<file path="src/rtl/flow_buffered_if.sv">
// Handshake bundle for flow_buffered: join-side inputs, fork-side outputs and
// the per-output slot indices that address external output storage.
interface flow_buffered_if #(
  parameter int NUM_INPUTS   = 2,
  parameter int NUM_OUTPUTS  = 2,
  parameter int OUTPUT_DEPTH = 2
);
  localparam int PTR_W = (OUTPUT_DEPTH > 1) ? $clog2(OUTPUT_DEPTH) : 1;

  logic [NUM_INPUTS-1:0]        consume;
  logic [NUM_INPUTS-1:0]        valid_input;
  logic [NUM_INPUTS-1:0]        ready_input;
  logic [NUM_OUTPUTS-1:0]       produce;
  logic [NUM_OUTPUTS-1:0]       valid_output;
  logic [NUM_OUTPUTS-1:0]       ready_output;
  logic                         enable;
  logic [NUM_OUTPUTS-1:0]       enable_output;
  logic [NUM_OUTPUTS*PTR_W-1:0] wr_idx;
  logic [NUM_OUTPUTS*PTR_W-1:0] rd_idx;

  // Valid/ready: a channel transfers on a cycle where its valid and ready are
  // both high at the rising clock edge; valid must not drop before that edge.
  modport master (
    output consume, produce, valid_input, ready_output,
    input  ready_input, valid_output, enable, enable_output, wr_idx, rd_idx
  );

  modport slave (
    input  consume, produce, valid_input, ready_output,
    output ready_input, valid_output, enable, enable_output, wr_idx, rd_idx
  );
endinterface

</file>
<file path="src/rtl/flow_buffered.sv">
// Join/fork handshake controller with an independent occupancy tracker per output.
// Optional FLOW_BUFFERED_BYPASS_EN lets a full output accept a push while it pops.
module flow_buffered #(
  parameter int NUM_INPUTS   = 2,
  parameter int NUM_OUTPUTS  = 2,
  parameter int OUTPUT_DEPTH = 2
) (
  input  logic           clk,
  input  logic           rst,
  flow_buffered_if.slave bus
);
  localparam int PTR_W = (OUTPUT_DEPTH > 1) ? $clog2(OUTPUT_DEPTH) : 1;
  localparam int CNT_W = $clog2(OUTPUT_DEPTH + 1);
  localparam logic [CNT_W-1:0] DEPTH_C  = CNT_W'(OUTPUT_DEPTH);
  localparam logic [PTR_W-1:0] PTR_LAST = PTR_W'(OUTPUT_DEPTH - 1);

  logic [NUM_OUTPUTS-1:0][CNT_W-1:0] cnt_q, cnt_d;
  logic [NUM_OUTPUTS-1:0][PTR_W-1:0] wr_ptr_q, wr_ptr_d;
  logic [NUM_OUTPUTS-1:0][PTR_W-1:0] rd_ptr_q, rd_ptr_d;
  logic [NUM_OUTPUTS-1:0]            space;
  logic [NUM_OUTPUTS-1:0]            valid;
  logic [NUM_OUTPUTS-1:0]            push;
  logic [NUM_OUTPUTS-1:0]            pop;
  logic                              inputs_ok;
  logic                              outputs_ok;
  logic                              enable;

  always_comb begin
    valid = '0;
    space = '0;
    for (int i = 0; i < NUM_OUTPUTS; i++) begin
      valid[i] = (cnt_q[i] != '0);
`ifdef FLOW_BUFFERED_BYPASS_EN
      space[i] = (cnt_q[i] < DEPTH_C) | bus.ready_output[i];
`else
      space[i] = (cnt_q[i] < DEPTH_C);
`endif
    end
  end

  // A step fires only when every required input is present and every written
  // output has a free slot; masked channels never hold the step back.
  always_comb begin
    inputs_ok  = &(~bus.consume | bus.valid_input);
    outputs_ok = &(~bus.produce | space);
    enable     = inputs_ok & outputs_ok & ~rst;
    push       = {NUM_OUTPUTS{enable}} & bus.produce;
    pop        = valid & bus.ready_output;
  end

  always_comb begin
    cnt_d    = cnt_q;
    wr_ptr_d = wr_ptr_q;
    rd_ptr_d = rd_ptr_q;
    for (int i = 0; i < NUM_OUTPUTS; i++) begin
      if (push[i] && !pop[i]) begin
        cnt_d[i] = cnt_q[i] + CNT_W'(1);
      end else if (!push[i] && pop[i]) begin
        cnt_d[i] = cnt_q[i] - CNT_W'(1);
      end
      if (push[i]) begin
        wr_ptr_d[i] = (wr_ptr_q[i] == PTR_LAST) ? '0 : wr_ptr_q[i] + PTR_W'(1);
      end
      if (pop[i]) begin
        rd_ptr_d[i] = (rd_ptr_q[i] == PTR_LAST) ? '0 : rd_ptr_q[i] + PTR_W'(1);
      end
    end
  end

  always_ff @(posedge clk) begin
    if (rst) begin
      cnt_q    <= '0;
      wr_ptr_q <= '0;
      rd_ptr_q <= '0;
    end else begin
      cnt_q    <= cnt_d;
      wr_ptr_q <= wr_ptr_d;
      rd_ptr_q <= rd_ptr_d;
    end
  end

  assign bus.enable        = enable;
  assign bus.ready_input   = {NUM_INPUTS{enable}} & bus.consume;
  assign bus.enable_output = push;
  assign bus.valid_output  = valid;
  assign bus.wr_idx        = wr_ptr_q;
  assign bus.rd_idx        = rd_ptr_q;

`ifndef SYNTHESIS
  for (genvar g = 0; g < NUM_OUTPUTS; g++) begin : g_chk
    a_cnt_max: assert property (@(posedge clk) cnt_q[g] <= DEPTH_C);
    a_no_underflow: assert property (@(posedge clk) disable iff (rst)
      !(pop[g] && (cnt_q[g] == '0)));
    a_valid_hold: assert property (@(posedge clk) disable iff (rst)
      (valid[g] && !bus.ready_output[g]) |=> valid[g]);
  end
`endif
endmodule

</file>
<file path="src/flat_wrapper.sv">
// flat-port wrapper written by rule: the top's interface ports become plain ports
module flow_buffered_flat 
#(
  parameter int NUM_INPUTS   = 2,
  parameter int NUM_OUTPUTS  = 2,
  parameter int OUTPUT_DEPTH = 2
)
  (clk, rst, bus_consume, bus_produce, bus_valid_input, bus_ready_output, bus_ready_input, bus_valid_output, bus_enable, bus_enable_output, bus_wr_idx, bus_rd_idx);
  flow_buffered_if #(.NUM_INPUTS(NUM_INPUTS), .NUM_OUTPUTS(NUM_OUTPUTS), .OUTPUT_DEPTH(OUTPUT_DEPTH)) bus_i ();
  input  logic clk;
  input  logic rst;
  input wire logic [$bits(bus_i.consume)-1:0] bus_consume;
  input wire logic [$bits(bus_i.produce)-1:0] bus_produce;
  input wire logic [$bits(bus_i.valid_input)-1:0] bus_valid_input;
  input wire logic [$bits(bus_i.ready_output)-1:0] bus_ready_output;
  output wire logic [$bits(bus_i.ready_input)-1:0] bus_ready_input;
  output wire logic [$bits(bus_i.valid_output)-1:0] bus_valid_output;
  output wire logic [$bits(bus_i.enable)-1:0] bus_enable;
  output wire logic [$bits(bus_i.enable_output)-1:0] bus_enable_output;
  output wire logic [$bits(bus_i.wr_idx)-1:0] bus_wr_idx;
  output wire logic [$bits(bus_i.rd_idx)-1:0] bus_rd_idx;
  assign bus_i.consume = bus_consume;
  assign bus_i.produce = bus_produce;
  assign bus_i.valid_input = bus_valid_input;
  assign bus_i.ready_output = bus_ready_output;
  assign bus_ready_input = bus_i.ready_input;
  assign bus_valid_output = bus_i.valid_output;
  assign bus_enable = bus_i.enable;
  assign bus_enable_output = bus_i.enable_output;
  assign bus_wr_idx = bus_i.wr_idx;
  assign bus_rd_idx = bus_i.rd_idx;
  flow_buffered #(.NUM_INPUTS(NUM_INPUTS), .NUM_OUTPUTS(NUM_OUTPUTS), .OUTPUT_DEPTH(OUTPUT_DEPTH)) u_core (.clk(clk), .rst(rst), .bus(bus_i));
endmodule
</file>
<file path="config.mk">
export PLATFORM = sky130hd
export DESIGN_NAME = flow_buffered_flat
export DESIGN_NICKNAME = d
export VERILOG_FILES = /design/src/rtl/flow_buffered_if.sv /design/src/rtl/flow_buffered.sv /design/src/flat_wrapper.sv
export SDC_FILE = /design/constraint.sdc
export NUM_CORES = 1
export LEC_CHECK = 0
export BUFFER_PORTS_ARGS = -buffer_cell sky130_fd_sc_hd__buf_2
export CORE_AREA = 4 4 41 43
export CTS_BUF_LIST = sky130_fd_sc_hd__clkbuf_4 sky130_fd_sc_hd__clkbuf_8 sky130_fd_sc_hd__clkbuf_16
export DETAILED_ROUTE_END_ITERATION = 10
export DIE_AREA = 0 0 45 47
export GPL_ROUTABILITY_DRIVEN = 0
export PLACE_DENSITY_LB_ADDON = 0.15
export SYNTH_ARGS = -nofsm -noshare
export SYNTH_HDL_FRONTEND = slang
export SYNTH_SLANG_ARGS = --single-unit
export TNS_END_PERCENT = 5
</file>
<file path="constraint.sdc">
create_clock -name clk -period 2.4 [get_ports clk]
set_input_delay 0.24 -clock clk [delete_from_list [all_inputs] [get_ports clk]]
set_output_delay 0.24 -clock clk [all_outputs]
set_load 0.005 [all_outputs]
</file>
==> run_results.csv, run 1 <==
group,metric,value,unit
pwr,clockPowerShare,16.7,%
layout,syn2layout_area_growth,24.1,%
synthesis,syn_nets,61,
floorplan,core_area,1300,sq um
synthesis,synth-edff-count,0,
layout,fin_nets,85,
floorplan,die_h,47,um
synthesis,synth_seq_cells,8,
pwr,switching_share,35.9,%
clock_tree,cts_root_buf,"clkbuf_4",
synthesis,syn_inst,49,
routing,final_antenna_net_count,0,
routing,wirelength,955,um
floorplan,rows,13,
timing,layout_min_cycle_time,1860,ps
place,dpl_cell_area,636,sq um
setup_path,r2r-start,"u_core.cnt_q[1]",
setup_path,reg2reg_setup_slack,540,ps
pwr,leakagePower,0.314,nW
place,hpwl,784,um
routing,drt_pass1_iterations,4,
synthesis,yosys_warnings,0,
timing,finalClockSkew,0.186,ps
clock_tree,clk_pin_slew,50,ps
synthesis,yosysTopAreaCell,"dfxtp_1",
clock_tree,max-clock-path-buffers,2,
routing,drt_iter0_drc,3,
routing,drcViolationCount,0,
synthesis,synth_flop_cell,"dfxtp_1",
layout,multiInputGateArea,357,sq um
pwr,power_density,933,nW/um^2
clock_tree,cts_hold_buf,0,
global_route,grt_antenna_before_repair,0,
synthesis,yosysMostFrequentCell,"dfxtp_1",
clock_tree,insertion_delay,250,ps
global_route,grt_max_degree,12,
floorplan,start_util,40.8,%
floorplan,die_area,2120,sq um
synthesis,seq_area_frac_synth,30.2,%
pwr,ir_drop,509,uV
layout,register_area,160,sq um
layout,fillerInstances,126,
clock_tree,cts_tree,"done",
synthesis,syn_avg_cell_area,10.8,sq um
timing,setup_viol,0,
routing,vias,403,
synthesis,async_reset_ff_share,0,%
global_route,grt_pass1_wl,1550,um
setup_path,crit_required,2580,ps
clock_tree,numCtsBuffers,3,
layout,layout-drive-gt1-share,45.1,%
synthesis,syn_area,531,sq um
global_route,overflow,0,
floorplan,io_pins,21,
run_status,status,"complete, no violations",
timing,fmax,537,MHz
synthesis,synthTopCellsByCount,"8 x dfxtp_1, 6 x nor2_1, 6 x xor2_1, 4 x o21ai_0",
timing,finalHoldViolCount,0,
pwr,seq_power_share,38.8,%
synthesis,synth_top_area_share,30.2,%
routing,wl_per_cell,11.1,um
synthesis,synth_cell_types,19,
layout,finalInstanceArea,658,sq um
timing,finalMaxSlewViolations,0,
clock_tree,htreeDepth,1,
layout,diodes,0,
pwr,p_int,0.000394,W
clock_tree,postCtsSetupBuffers,0,
timing,worstMarginPinSlew,399,ps
setup_path,end_kind,"flop",
setup_path,start_kind,"flop",
flow_run,max_cap_viol_count,0,
routing,via_per_inst,4.69,
pwr,power.switching,0.000220,W
timing,tns,0,ps
place,numPortBuffers,20,
synthesis,synthTopCellsByArea,"dfxtp_1 30%, a2111oi_4 16%, xor2_1 9.9%",
setup_path,crit_start,"u_core.cnt_q[1]",
global_route,grt_usage,10.3,%
timing,fin_crit_sh,77.6,%
hold_path,hp-class,"input port to flop",
timing,slew_headroom,73.2,%
hold_path,hold_start,"rst",
timing,rsz0062_at_grt,"false",
setup_path,cp_max_fo,7,
pwr,combPwrFrac,44.4,%
global_route,grt_pass1_vias,370,
setup_path,critPathArrivalTime,2050,ps
setup_path,path_class,"flop to flop",
clock_tree,cts_resized,0,
clock_tree,cts.sinks,8,
floorplan,die_x,45,um
-- final cells by class --
class                   instances  share of cell area (%)
well taps                      15                    2.85
clock buffers                   3                    3.42
repair buffers                 20                    15.2
multi-input cells              40                    54.2
flip-flops and latches          8                    24.3
-- power by group through the flow --
stage,clock (W),sequential (W),combinational [W]
floorplan,0,0.000235,0.000193
global placement,0,0.000243,0.000274
detailed placement,0,0.000242,0.000275
CTS,0.000111,0.000240,0.000277
global route,0.000116,0.000250,0.000307
finish,0.000103,0.000238,0.000273
-- worst paths after layout --
check,end,cells after the start
hold / removal,u_core.cnt_q[3],2
hold reg to reg,u_core.bus.rd_idx[1],2
setup reg to reg,u_core.cnt_q[1],6
setup / recovery,u_core.cnt_q[1],6
-- sequential cells by signal, summed over array words and instances, names as in the netlist --
| register | count |
|---|---|
| u_core.cnt_q | 4 |
| u_core.bus.rd_idx | 2 |
| u_core.bus.wr_idx | 2 |
-- metrics by stage --
step	utilization (%)	setup slack (ps)	power, W	hold WS, ps	cells
final	50.6	538	0.000614	294	86
after global routing	50.6	369	0.000674	312	86
after CTS	50.6	531	0.000628	285	86
after detailed placement	48.8	501	0.000517	504	83
after global placement	48.8	518	0.000517	502	83
after floorplan	-	619	0.000428	454	49
-- cells in the final DEF, fill, tap and decap left out, drive strengths merged --
master,Yosys,final
nor2,6,6
a21o,1,1
and2,3,3
or3,2,2
or2,2,2
a2111oi,3,3
buf,0,20
clkbuf,1,3
nor4,1,1
dfxtp,8,8
nor2b,4,4
o21ai,4,4
mux2,2,2
nand2b,2,2
ha,2,2
xor2,6,6
a21oi,2,2
-- critical path, stage by stage (launching register included) --
cell       delay, ps
dfxtp_1          370
a21o_1           210
a2111oi_4        250
and2_1           210
ha_1             260
or3_1            350
a21oi_1          140
-- per-layer routing --
metal	track usage, %	up-vias	part of all wire, %
met4	1.75	0	0
li1	-	216	-
met1	13.3	176	50
met2	15.3	11	44
met3	5.75	0	6.7
met5	0	-	0
-- cell families (layout without fill, tap and decap cells) --
family / count (synthesis) / after routing / synth area share, %
xor+xnor: 6 / 6 / 9.91
fa+ha+maj: 2 / 2 / 4.72
compound gates: 10 / 10 / 22.6
simple gates: 20 / 20 / 25.0
buf+inv: 1 / 23 / 2.59
mux: 2 / 2 / 4.95
flops: 8 / 8 / 30.2
Note: power is estimated with default switching activity, not from simulation.
==> inputs of run 2 (changes only) <==
- clock period: 2.4 -> 1.67 ns (I/O delays scaled with it)
==> run 2 against run 1 <==
Compared with the run above:
- first-iteration DRC count decreased by 33%
- via count increased by 22%
- clock-buffer cell count unchanged
- highest routed layer unchanged
- register-to-register slack got worse by 620 ps
- cell count increased by 20%
- largest power group unchanged
- non-clock buffer count increased by 17
- the flow now finishes with violations (negative setup slack)
- power increased by 66%
- die area unchanged
==> run_results.csv, run 2 (synthesized netlist as in run 1, its figures left out) <==
group,metric,value,unit
timing,setup_viol,2,
layout,layout-drive-gt1-share,58.0,%
routing,vias,491,
floorplan,core_area,1300,sq um
layout,syn2layout_area_growth,49.8,%
floorplan,rows,13,
run_status,violations,"negative setup slack",
setup_path,crit_family,"compound AO/OA/AOI/OAI gates",
pwr,ir_drop,765,uV
timing,worstMarginPinSlew,298,ps
timing,fin_crit_sh,105,%
setup_path,path_class,"flop to flop",
hold_path,min_path_cells,3,
layout,fillerInstances,127,
timing,slew_headroom,80.1,%
routing,drt_pass1_iterations,4,
clock_tree,cts_tree,"done",
routing,final_antenna_net_count,0,
setup_path,slowest_stage,"or3_1",
hold_path,hp-class,"input port to flop",
timing,setup_ws,-84.7,ps
global_route,grt_pass1_wl,2120,um
global_route,grt_pass1_vias,499,
clock_tree,max-clock-path-buffers,2,
setup_path,r2r-end,"u_core.cnt_q[1]",
layout,regMostFlops,"u_core.cnt_q",
run_status,status,"finished, violations left",
setup_path,cp_max_fo,2,
global_route,overflow,0,
floorplan,die_area,2120,sq um
routing,wl_per_cell,12.2,um
setup_path,crit_chain,"a21o_1, a2111oi_4, and2_4, ha_1, or3_1, a21oi_1",
timing,rsz0062_at_grt,"true",
timing,layout_min_cycle_time,1750,ps
setup_path,crit_buf_inv,0,
floorplan,start_util,40.8,%
timing,finalMaxSlewViolations,0,
place,hpwl,1070,um
routing,wirelength,1260,um
floorplan,die_x,45,um
timing,fmax,570,MHz
setup_path,critPathArrivalTime,1950,ps
setup_path,worst-r2r-cell-count,6,
pwr,leakagePower,0.400,nW
clock_tree,htreeDepth,1,
routing,drt_iter0_drc,2,
clock_tree,cts_root_buf,"clkbuf_4",
layout,largest_reg_flops,4,
place,preCtsSetupSlack,-79.2,ps
layout,final_cell_mix,"20 x buf_2, 17 x buf_4, 8 x dfxtp_1",
flow_run,max_cap_viol_count,0,
setup_path,start_kind,"flop",
setup_path,reg2reg_setup_slack,-80,ps
setup_path,end_kind,"flop",
clock_tree,clk_pin_slew,60,ps
clock_tree,cts_hold_buf,0,
setup_path,critPathMaxStageDelay,360,ps
pwr,p_total,0.00102,W
timing,finalClockSkew,1.82,ps
floorplan,die_h,47,um
setup_path,crit_required,1860,ps
clock_tree,numCtsBuffers,3,
clock_tree,postCtsSetupBuffers,0,
layout,fin_nets,102,
layout,diodes,0,
routing,drcViolationCount,0,
place,numPortBuffers,20,
global_route,grt_usage,13.9,%
hold_path,hold_start,"rst",
hold_path,min_to,"u_core.cnt_q[1]",
global_route,grt_max_degree,11,
floorplan,io_pins,21,
clock_tree,insertion_delay,260,ps
timing,tns,-97.7,ps
pwr,power_density,1280,nW/um^2
setup_path,r2r-start,"u_core.cnt_q[1]",
timing,finalHoldViolCount,0,
global_route,grt_antenna_before_repair,0,
clock_tree,cts.sinks,8,
routing,via_per_inst,4.77,
layout,layout_commonest_cell,"buf_2",
## run 2: changes by cell type in the layout (fill, tap and decap cells not counted), sizes merged
cell,before,now
buf,20,37
## run 2: routing by layer
metal / track usage, % / wire, um
met5: 0 / 0
met4: 1.75 / 0
met3: 6.13 / 80
met2: 25.1 / 692
met1: 15.5 / 486
## run 2: layout make-up
| type | instances | area (sq um) | area share, % |
|---|---|---|---|
| multi-input cells | 40 | 365 | 46.0 |
| repair buffers | 37 | 228 | 28.7 |
| flip-flops and latches | 8 | 160 | 20.2 |
| clock buffers | 3 | 22.5 | 2.83 |
| well taps | 15 | 18.8 | 2.36 |
## run 2: tightest hold or removal path, cell delays in order
cell and delay, ps:
buf_2 90, buf_4 160, a21oi_1 50
## run 2: through the flow
step | instances | util [%] | hold WS, ps | area (sq um)
2_1_floorplan | 49 | - | 381 | 533
6_report | 103 | 61.1 | 260 | 795
4_1_cts | 103 | 60.6 | 252 | 788
5_1_grt | 103 | 61.1 | 275 | 795
3_5_place_dp | 100 | 58.8 | 503 | 766
3_3_place_gp | 100 | 58.8 | 490 | 766
## run 2: power by group
group          switching (W)  total [W]  internal (W)  leakage [nW]
Combinational       0.000219   0.000541      0.000322         0.320
Sequential         0.0000651   0.000325      0.000260        0.0658
Clock              0.0000724   0.000155     0.0000827        0.0138
Total               0.000357    0.00102      0.000664         0.400
## run 2: worst max-delay path by stage
stage                          startpoint         endpoint  slack [ps]  depth (start not counted)
after floorplan           u_core.cnt_q[1]  u_core.cnt_q[1]        -100                          6
after global placement     bus_consume[1]  u_core.cnt_q[1]         -20                          7
after detailed placement   bus_consume[1]  u_core.cnt_q[1]         -80                          7
after CTS                 u_core.cnt_q[1]  u_core.cnt_q[1]         -90                          6
after global routing      u_core.cnt_q[1]  u_core.cnt_q[1]        -190                          7
final                     u_core.cnt_q[1]  u_core.cnt_q[1]         -80                          6
## run 2: what timing repair did
| action | 4_1_cts | 5_1_grt |
|---|---|---|
| gates resized for setup | 0 | 1 |
| setup endpoints to repair | 2 | 4 |
| cloned | 0 | 0 |
==> inputs of run 3 (changes only) <==
- MAX_ROUTING_LAYER: not set -> met4
==> run 3 against run 2 <==
Compared with the run above:
- the flow still finishes with violations (negative setup slack)
- register-to-register slack hardly changed
- first-iteration DRC count stayed put
- cell count stayed put
- die area stayed put
- combinational power hardly changed
- core utilization stayed put
- wire length is 0.24% higher
- largest cell class unchanged
- critical path type unchanged
- worst hold slack hardly changed
- critical path depth stayed put
- sequential power hardly changed
==> run_results.csv, run 3 (synthesized netlist as in run 1, its figures left out) <==
group,metric,value,unit
floorplan,start_util,40.8,%
clock_tree,cts_root_buf,"clkbuf_4",
clock_tree,numCtsBuffers,3,
routing,via_per_inst,4.76,
layout,largest_reg_flops,4,
global_route,grt_pass1_wl,2120,um
routing,wirelength,1260,um
layout,final_cells,103,
floorplan,die_area,2120,sq um
timing,fin_crit_sh,105,%
routing,wl_per_cell,12.3,um
setup_path,start_kind,"flop",
floorplan,rows,13,
timing,finalClockSkew,1.78,ps
timing,fmax,570,MHz
floorplan,die_h,47,um
setup_path,path_class,"flop to flop",
clock_tree,insertion_delay,260,ps
routing,final_antenna_net_count,0,
run_status,status,"finished, violations left",
global_route,grt_antenna_before_repair,0,
routing,drt_pass1_iterations,4,
timing,finalHoldViolCount,0,
timing,slew_headroom,80.1,%
layout,fin_nets,102,
clock_tree,postCtsSetupBuffers,0,
pwr,p_total,0.00102,W
setup_path,cp_max_fo,2,
place,hpwl,1070,um
pwr,power_density,1290,nW/um^2
routing,drt_iter0_drc,2,
clock_tree,clk_pin_slew,60,ps
layout,diodes,0,
layout,syn2layout_area_growth,49.8,%
global_route,grt_max_degree,11,
clock_tree,cts_tree,"done",
clock_tree,cts.sinks,8,
clock_tree,htreeDepth,1,
timing,worstMarginPinSlew,298,ps
timing,setup_ws,-84.6,ps
layout,regMostFlops,"u_core.cnt_q",
timing,rsz0062_at_grt,"true",
timing,finalMaxSlewViolations,0,
routing,drcViolationCount,0,
place,preCtsSetupSlack,-79.2,ps
place,numPortBuffers,20,
pwr,leakagePower,0.400,nW
floorplan,core_area,1300,sq um
place,place_inst,100,
timing,layout_min_cycle_time,1750,ps
layout,layout_commonest_cell,"buf_2",
timing,hold_ws,260,ps
setup_path,end_kind,"flop",
layout,post-route-util,61.1,%
global_route,grt_pass1_vias,499,
clock_tree,max-clock-path-buffers,2,
floorplan,die_x,45,um
floorplan,io_pins,21,
layout,layout-drive-gt1-share,58.0,%
timing,setup_viol,2,
run_status,violations,"negative setup slack",
hold_path,hp-class,"input port to flop",
layout,final_cell_mix,"20 x buf_2, 17 x buf_4, 8 x dfxtp_1",
routing,vias,490,
setup_path,critPathArrivalTime,1950,ps
global_route,overflow,0,
pwr,ir_drop,765,uV
setup_path,crit_required,1860,ps
flow_run,max_cap_viol_count,0,
global_route,grt_usage,14.4,%
[run 3: cell counts in the layout (fill, tap and decap cells not counted)]
Identical to the previous run, type by type.
[run 3: repair_timing]
action,in CTS,in global routing
endpoints found under the setup margin,2,4
hold buffers,0,0
cloned,0,0
resized for setup,0,1
[run 3: metal layers]
| metal | track usage, % | part of all wire [%] |
|---|---|---|
| met1 | 15.7 | 39 |
| met4 | 1.75 | 0 |
| met2 | 25.1 | 55 |
| met3 | 5.75 | 5.5 |
| met5 | - | 0 |
[run 3: stage by stage]
step,setup TNS (ps),area (sq um)
finish,-97.7,795
global route,-447,795
CTS,-149,788
detailed placement,-106,766
global placement,-27.7,766
floorplan,-200,533
[run 3: path summary, 6_finish.rpt]
kind | depth (start not counted) | start | end | slack (ps)
worst max-delay path | 6 | u_core.cnt_q[1] | u_core.cnt_q[1] | -80
worst min-delay path | 3 | rst | u_core.cnt_q[1] | 260
worst max register to register | 6 | u_core.cnt_q[1] | u_core.cnt_q[1] | -80
worst min register to register | 2 | u_core.bus.rd_idx[0] | u_core.bus.rd_idx[0] | 510
[run 3: critical path, cell delays in order (launching register included)]
cell and delay, ps:
dfxtp_1 320, a21o_1 200, a2111oi_4 240, and2_4 200
ha_1 230, or3_1 360, a21oi_1 140
[run 3: report_power, final]
group	switching, W	total [W]	internal [W]
clock network	0.0000724	0.000155	0.0000827
registers	0.0000655	0.000325	0.000260
logic	0.000220	0.000541	0.000322
total	0.000358	0.00102	0.000664
[run 3: area by class of cell]
class                           count  area (sq um)
Fill cell                         127           507
Sequential cell                     8           160
Timing Repair Buffer               37           228
Multi-Input combinational cell     40           365
Tap cell                           15          18.8
Clock buffer                        3          22.5
